$ cat src/rtl/acc_exec.sv
// Accumulator execution stage: ALU/compare/jump/register-load in one cycle,
// handshaked data-memory load/store via a two-state FSM. ACC_MEM_TIMEOUT_EN bounds the MEM wait.
module acc_exec #(
    parameter int unsigned W       = 8,
    parameter int unsigned TIMEOUT = 15
) (
    input  logic         clk,
    input  logic         reset,
    input  logic         start,
    input  logic [2:0]   acc_ctl,
    input  logic [5:0]   op,
    input  logic [W-1:0] rs_data,
    input  logic [W-1:0] rt_data,
    input  logic [W-1:0] imm,
    input  logic [W-1:0] mem_rdata,
    input  logic         mem_ack,
    output logic [W-1:0] acc,
    output logic         carry,
    output logic         eq_flag,
    output logic         busy,
    output logic         done,
    output logic         err,
    output logic         jmp,
    output logic         jr,
    output logic         reg_we,
    output logic [W-1:0] reg_wdata,
    output logic         mem_req,
    output logic         mem_we,
    output logic [W-1:0] mem_addr,
    output logic [W-1:0] mem_wdata
);

    typedef enum logic [0:0] {StIdle, StMem} state_e;

    localparam logic [2:0] CtlErr   = 3'b000;
    localparam logic [2:0] CtlAlu   = 3'b001;
    localparam logic [2:0] CtlShift = 3'b010;
    localparam logic [2:0] CtlEq    = 3'b011;
    localparam logic [2:0] CtlJmp   = 3'b100;
    localparam logic [2:0] CtlStore = 3'b101;
    localparam logic [2:0] CtlLoad  = 3'b110;
    localparam logic [2:0] CtlLdi   = 3'b111;

    state_e state;

    logic [W:0]   add_imm;
    logic [W:0]   add_rs;
    logic [W:0]   sub_rs;
    logic [W-1:0] alu_acc;
    logic         alu_carry;

`ifdef ACC_MEM_TIMEOUT_EN
    localparam int unsigned CW = ($clog2(TIMEOUT + 1) > 4) ? $clog2(TIMEOUT + 1) : 4;
    logic [CW-1:0] cnt;
    logic          cnt_expired;

    assign cnt_expired = (cnt == CW'(TIMEOUT - 1));
`endif

    assign busy = (state == StMem);

    // The extra top bit carries out of add, and is set on borrow for sub.
    assign add_imm = {1'b0, acc} + {1'b0, imm};
    assign add_rs  = {1'b0, acc} + {1'b0, rs_data};
    assign sub_rs  = {1'b0, acc} - {1'b0, rs_data};

    always_comb begin
        alu_acc   = acc;
        alu_carry = carry;
        case (acc_ctl)
            CtlAlu: begin
                if (op[5:3] == 3'b010) begin
                    {alu_carry, alu_acc} = add_imm;
                end else begin
                    case (op[2:0])
                        3'b000:  {alu_carry, alu_acc} = add_rs;
                        3'b001:  {alu_carry, alu_acc} = sub_rs;
                        3'b010:  alu_acc = acc & rs_data;
                        3'b011:  alu_acc = acc | rs_data;
                        default: ;
                    endcase
                end
            end
            CtlShift: begin
                if (op[5:3] != 3'b110) begin
                    case (op[2:0])
                        3'b101:  alu_acc = {acc[W-2:0], 1'b0};
                        3'b110:  alu_acc = {1'b0, acc[W-1:1]};
                        default: ;
                    endcase
                end
            end
            default: ;
        endcase
    end

    always_ff @(posedge clk or posedge reset) begin
        if (reset) begin
            state     <= StIdle;
            acc       <= '0;
            carry     <= 1'b0;
            eq_flag   <= 1'b0;
            done      <= 1'b0;
            err       <= 1'b0;
            jmp       <= 1'b0;
            jr        <= 1'b0;
            reg_we    <= 1'b0;
            reg_wdata <= '0;
            mem_req   <= 1'b0;
            mem_we    <= 1'b0;
            mem_addr  <= '0;
            mem_wdata <= '0;
`ifdef ACC_MEM_TIMEOUT_EN
            cnt       <= '0;
`endif
        end else begin
            done   <= 1'b0;
            err    <= 1'b0;
            jmp    <= 1'b0;
            jr     <= 1'b0;
            reg_we <= 1'b0;
            case (state)
                StIdle: begin
                    if (start) begin
                        case (acc_ctl)
                            CtlAlu: begin
                                acc   <= alu_acc;
                                carry <= alu_carry;
                                done  <= 1'b1;
                            end
                            CtlShift: begin
                                acc  <= alu_acc;
                                jr   <= (op[5:3] == 3'b110);
                                done <= 1'b1;
                            end
                            CtlEq: begin
                                eq_flag <= (rs_data == rt_data);
                                done    <= 1'b1;
                            end
                            CtlJmp: begin
                                jmp  <= 1'b1;
                                done <= 1'b1;
                            end
                            CtlLdi: begin
                                reg_we    <= 1'b1;
                                reg_wdata <= imm;
                                done      <= 1'b1;
                            end
                            CtlStore, CtlLoad: begin
                                mem_addr  <= imm;
                                mem_wdata <= acc;
                                mem_we    <= (acc_ctl == CtlStore);
                                mem_req   <= 1'b1;
                                state     <= StMem;
`ifdef ACC_MEM_TIMEOUT_EN
                                cnt       <= '0;
`endif
                            end
                            CtlErr: begin
                                err  <= 1'b1;
                                done <= 1'b1;
                            end
                            default: ;
                        endcase
                    end
                end
                StMem: begin
                    if (mem_ack) begin
                        if (!mem_we) begin
                            acc <= mem_rdata;
                        end
                        mem_req <= 1'b0;
                        mem_we  <= 1'b0;
                        done    <= 1'b1;
                        state   <= StIdle;
`ifdef ACC_MEM_TIMEOUT_EN
                    end else if (cnt_expired) begin
                        mem_req <= 1'b0;
                        mem_we  <= 1'b0;
                        err     <= 1'b1;
                        done    <= 1'b1;
                        state   <= StIdle;
                    end else begin
                        cnt <= cnt + 1'b1;
`endif
                    end
                end
                default: state <= StIdle;
            endcase
        end
    end

endmodule

$ cat config.mk
export PLATFORM = sky130hd
export DESIGN_NAME = acc_exec
export DESIGN_NICKNAME = d
export VERILOG_FILES = /design/src/rtl/acc_exec.sv
export SDC_FILE = /design/constraint.sdc
export NUM_CORES = 1
export LEC_CHECK = 0
export ABC_AREA = 1
export BUFFER_PORTS_ARGS = -buffer_cell sky130_fd_sc_hd__buf_2
export CELL_PAD_IN_SITES_DETAIL_PLACEMENT = 2
export CELL_PAD_IN_SITES_GLOBAL_PLACEMENT = 2
export CORE_ASPECT_RATIO = 1.75
export CORE_MARGIN = 5
export CORE_UTILIZATION = 29
export DETAILED_ROUTE_END_ITERATION = 16
export HOLD_SLACK_MARGIN = 0.06
export PLACE_DENSITY_LB_ADDON = 0.1
export SLEW_MARGIN = 20
export SYNTH_ARGS = -nofsm -noshare
export SYNTH_HDL_FRONTEND = slang
export SYNTH_SLANG_ARGS = --single-unit
$ cat constraint.sdc
create_clock -name clk -period 2.16 [get_ports clk]
set_input_delay 0.108 -clock clk [delete_from_list [all_inputs] [get_ports clk]]
set_output_delay 0.108 -clock clk [all_outputs]
set_load 0.03 [all_outputs]
==> results of run 1 <==
==> registers in the layout, summed over array words and instances, names as in the netlist <==
register and count:
jmp 1, eq_flag 1, jr 1, reg_we 1
reg_wdata 8, mem_addr 8, acc 8, err 1
mem_we 1, carry 1, mem_wdata 8, busy 1
done 1, mem_req 1
==> synthesized netlist by cell type (all sizes together) <==
cell / count
a21o: 1
a21oi: 23
a221oi: 4
a22oi: 2
a31oi: 2
a32o: 1
buf: 11
clkbuf: 4
clkinv: 3
dfrtp: 42
fa: 3
ha: 32
inv: 69
nand2: 127
nand3: 32
nand3b: 2
nand4: 11
nor2: 43
o2111ai: 1
o211ai: 5
o21ai: 45
o21bai: 1
o221ai: 1
o22ai: 3
o31ai: 2
or2: 2
xnor2: 10
xor2: 3
==> what timing repair did <==
| action | in CTS | in global routing |
|---|---|---|
| hold buffers | 2 | 0 |
| setup buffers | 0 | 4 |
| setup endpoints to repair | 1 | 6 |
| gates resized for setup | 1 | 25 |
| pin swaps | 0 | 8 |
| endpoints found under the hold margin | 18 | 0 |
==> cell families (layout without fill, tap and decap cells) <==
logic type	after synthesis	count (layout)	share of synthesized area
AOI/OAI and AO/OA	91	91	0.155
buffers and inverters	87	194	0.103
adders and majority gates	35	35	0.133
and+or+nand+nor	217	217	0.272
DFF	42	42	0.304
xor gates and xnor gates	13	13	0.0329
==> metal layers <==
metal  track usage  up-vias  part of all wire
met5             0        -                 0
met4        0.0709        0             0.033
met3        0.0209       18             0.028
met2         0.384       73              0.55
met1         0.209     1836              0.38
li1              -     1783                 -
==> path summary, 6_finish.rpt <==
path | from | to | slack [ns] | depth (start not counted)
max | acc[0] | acc[6] | 0.12 | 13
min | op[5] | jr | 0.1 | 3
max reg2reg | acc[0] | acc[6] | 0.12 | 13
min reg2reg | mem_req | mem_req | 0.48 | 2
max in group asynchronous | reset | mem_wdata[1] | 1.22 | 4
min in group asynchronous | reset | reg_wdata[7] | 0.35 | 3
==> worst max-delay path, delay by kind of cell (launching register included) <==
family / cells / cell delay (ns)
AND/OR/NAND/NOR: 8 / 0.64
buffers and inverters: 1 / 0.07
adder cells (fa/ha/maj): 2 / 0.59
flip-flops: 1 / 0.42
AO/OA/AOI/OAI: 2 / 0.20
==> final cells by class <==
class	instances	share of cell area
timing repair buffer	114	0.146
sequential	42	0.238
tap	135	0.0382
clock inverter	2	0.00849
multi-input combinational	356	0.479
clock buffer	6	0.0292
inverter	72	0.0614
==> through the flow <==
stage	setup WS [ns]	TNS, ns	instance area (um^2)	std cells	util
final	0.123	0	4420	727	0.379
after global routing	-0.0257	-0.0540	4420	727	0.379
after CTS	0.00380	0	4320	723	0.371
after detailed placement	0.0212	0	4140	713	0.355
after global placement	0.0666	0	4140	713	0.355
after floorplan	0.0328	0	3460	485	-
==> power breakdown <==
| group | leakage [nW] | internal (mW) | switching [mW] |
|---|---|---|---|
| clock network | 0.0771 | 0.546 | 0.322 |
| logic | 1.79 | 1.22 | 2.25 |
| registers | 0.536 | 1.02 | 0.136 |
| total | 2.41 | 2.78 | 2.71 |
==> impl_metrics.yaml, run 1 <==
yosys:
  syn_inst: 485
  ys_seq_area_frac: 0.304
  synth.top_cell.area_share: 0.304
  avgSynthCellArea_um2: 7.13
  ys_ff_latch: 42
  syn_nets: 565
  syn-cell-area_um2: 3460
  ys_warn_count: 0
  yosysTopAreaCell: "dfrtp_1"
  synth_area_leaders: "dfrtp_1, nand2_1, ha_1, inv_1, nand3_1"
  yosysUniqueCellTypes: 41
layout:
  seqCellArea_um2: 1050
  area_growth_pct: 27.9
  multi_input_area_um2: 2120
  drive_above_1_share: 0.284
  fillers: 1458
  num_antenna_cells: 0
  final_common_cell: "nand2_1"
  nets: 671
  final_cell_mix: "nand2_1, buf_2, inv_1, dfrtp_1, nor2_1"
clock_tree:
  cts_tree: "done"
  htree_levels: 2
  cts_root_buf: "clkbuf_16"
  cts.path.max_buffers: 2
  insertion_delay_ns: 0.29
  cts_buffers: 5
  clk_transition_reported_paths_ns: 0.06
  cts_sinks: 42
floorplanning:
  fp.dieW_um: 92.5
  rows: 52
  num_io_pins: 87
  core_um2: 11600
  initial_utilization: 0.297
  dieHeight_um: 154
  dieArea_um2: 14300
critical_path:
  cp.required_ns: 2.34
  setup.worst_path.end_class: "flip-flop"
  crit_chain: "inv_2, ha_1, fa_2, nor2_4, o22ai_1, nor2_1, o21ai_0, nand3_1, nand3_1, nand2_1, nand2_1, nand2_1, nand2_1"
  cp_max_fo: 4
  critical_path_arrival_ns: 2.22
  critPathSlowestCell: "dfrtp_1"
  cpPeakStageDelay_ns: 0.42
  crit_type: "flip-flop to flip-flop"
  crit_top_cell: "nand2_1"
  crit_path_start_kind: "flip-flop"
outcome:
  status: "finished, final reports clean"
pwr:
  vdd_drop_max_uv: 376
  cellPowerDensity_nw_per_um2: 1240
  total_power_mw: 5.49
  p_leak_nw: 2.41
route:
  drc_errors: 0
  dr.pass1.iters: 4
  via_count: 3710
  viasPerCell: 5.10
  wirelength_mm: 13.9
  drt_iter0_markers: 69
  ant_nets: 0
  wire_per_inst_um: 19.1
place:
  place_hpwl_mm: 11.5
  portBuffers: 86
  place_congestion: 0.830
timing:
  hold_slack_ns: 0.0995
  worst_pin_slew_ns: 0.603
  slew_headroom: 0.596
  setup-violations-final: 0
  grt_setup_unrepaired: "true"
  clock_skew_ns: 0.00423
  finalCritPeriodShare: 0.943
  slew_violations: 0
  hold_viol_final: 0
  period_needed_ns: 2.04
  max_freq_mhz: 491
global_routing:
  grt_pass1_wl_mm: 21.7
  grt_usage: 0.196
  grt_max_degree: 30
  grt_pass1_vias: 4038
  antenna_found_initial: 0
  grt_overflow_total: 0
hold_path:
  hold_class: "input pin to flip-flop"
run:
  drv_cap: 0
No activity file was read; power rests on OpenSTA's default activity.
==> run 2, diff against run 1 <==
--- a/config.mk
+++ b/config.mk
@@ -13,6 +13,7 @@
 export CORE_MARGIN = 5
 export CORE_UTILIZATION = 29
 export DETAILED_ROUTE_END_ITERATION = 16
+export GPL_TIMING_DRIVEN = 0
 export HOLD_SLACK_MARGIN = 0.06
 export PLACE_DENSITY_LB_ADDON = 0.1
 export SLEW_MARGIN = 20
==> impl_metrics.yaml, run 2 (synthesis results as in run 1) <==
outcome:
  status: "finished, final reports clean"
timing:
  finalCritPeriodShare: 0.983
  setup-violations-final: 0
  setup_slack_ns: 0.0375
  max_freq_mhz: 471
  slew_headroom: 0.626
  grt_setup_unrepaired: "true"
  slew_violations: 0
  period_needed_ns: 2.12
  clock_skew_ns: 0.00524
  worst_pin_slew_ns: 0.561
  hold_viol_final: 0
layout:
  final_cell_mix: "nand2_1, buf_2, inv_1, nor2_1, dfrtp_1"
  seqCellArea_um2: 1060
  num_antenna_cells: 0
  multi_input_area_um2: 2170
  area_growth_pct: 31.4
  final_common_cell: "nand2_1"
  utilization: 0.390
  fillers: 1427
  drive_above_1_share: 0.316
  stdcell_area_um2: 4540
  nets: 677
route:
  wirelength_mm: 14.2
  ant_nets: 0
  via_count: 3718
  drc_errors: 0
  dr.pass1.iters: 4
  viasPerCell: 5.07
  drt_iter0_markers: 56
  wire_per_inst_um: 19.4
pwr:
  p_switching_mw: 2.77
  combPwrFrac: 0.631
  clock_power_share: 0.152
  switching_share: 0.496
  vdd_drop_max_uv: 346
  p_leak_nw: 2.43
  pwr-share-seq: 0.217
  internal_power_mw: 2.82
  cellPowerDensity_nw_per_um2: 1230
floorplanning:
  dieArea_um2: 14300
  initial_utilization: 0.297
  rows: 52
  num_io_pins: 87
  dieHeight_um: 154
  fp.dieW_um: 92.5
  core_um2: 11600
run:
  drv_cap: 0
clock_tree:
  cts_sinks: 42
  cts_root_buf: "clkbuf_16"
  cts_tree: "done"
  insertion_delay_ns: 0.29
  cts.path.max_buffers: 2
  htree_levels: 2
  clk_transition_reported_paths_ns: 0.06
  cts_buffers: 5
global_routing:
  grt_pass1_vias: 4217
  grt_overflow_total: 0
  antenna_found_initial: 0
  grt_max_degree: 27
  grt_pass1_wl_mm: 22.1
  grt_usage: 0.199
critical_path:
  crit_type: "flip-flop to flip-flop"
  r2r_cells: 13
  cp_max_fo: 4
  cp.required_ns: 2.34
  critical_path_arrival_ns: 2.30
  crit_path_start_kind: "flip-flop"
  setup.worst_path.end_class: "flip-flop"
hold_path:
  hold_class: "input pin to flip-flop"
  hold_path_depth: 3
place:
  portBuffers: 85
  place_ws_ns: -0.310
  placed_area_um2: 4070
  place_hpwl_mm: 11.6
  place_congestion: 0.847
run 2: changes by cell type in the layout (fill, tap and decap cells not counted), sizes merged:
cell / previous run / this run
inv: 70 / 68
buf: 112 / 114
clkbuf: 6 / 9
clkinv: 2 / 5
run 2: area by class of cell:
type	count	share of cell area
buffer	15	0.0204
clock buffer	5	0.0276
clock inverter	3	0.00882
inverter	72	0.0612
multi-input combinational	356	0.479
sequential	42	0.233
tap	135	0.0372
timing repair buffer	105	0.132
run 2: worst paths after layout:
check / from / to / slack [ns]
max in group asynchronous: reset / acc[1] / 1.30
setup reg to reg: acc[0] / carry / 0.04
hold / removal: op[5] / jr / 0.10
setup / recovery: acc[0] / carry / 0.04
min in group asynchronous: reset / reg_wdata[6] / 0.37
hold reg to reg: mem_wdata[6] / mem_wdata[6] / 0.48
run 2: power groups by stage:
stage	Clock, mW	Combinational, mW	Sequential (mW)
finish	0.850	3.53	1.21
global route	0.901	3.89	1.24
floorplan	0	1.57	1.69
detailed placement	0	2.94	1.32
CTS	0.873	3.28	1.20
global placement	0	2.82	1.31
run 2: routing by layer:
metal / share of wire / up-vias / global-route usage
met4: 0.024 / 0 / 0.0638
met3: 0.023 / 15 / 0.0170
met5: 0 / - / 0
met2: 0.59 / 61 / 0.415
met1: 0.36 / 1842 / 0.198
li1: - / 1800 / -
run 2: repair_timing:
item / 4_1_cts / 5_1_grt
hold buffers: 2 / 0
pin swaps: 1 / 16
setup endpoints to repair: 7 / 8
setup buffers: 9 / 8
gates resized for setup: 13 / 41
endpoints found under the hold margin: 17 / 0
run 2: stage by stage:
stage                     TNS [ns]  std cells  power (mW)  hold slack (ns)
after floorplan                  0        485        3.25            0.204
after global placement      -0.920        705        4.13            0.326
after detailed placement     -1.39        706        4.26            0.132
after CTS                        0        725        5.35           0.0979
after global routing        -0.228        733        6.03            0.105
final                            0        733        5.59            0.102
run 2: worst max-delay path, stage by stage (launching register included):
cell and delay [ns]:
dfrtp_2 0.44, inv_4 0.05, ha_4 0.16, fa_2 0.42, nor2_4 0.15, o21ai_2 0.07, nand2_2 0.09, a21oi_2 0.07
nor2_1 0.14, o21ai_1 0.09, nand2_1 0.09, nand3_2 0.09, nand3_2 0.10, nand2_1 0.05
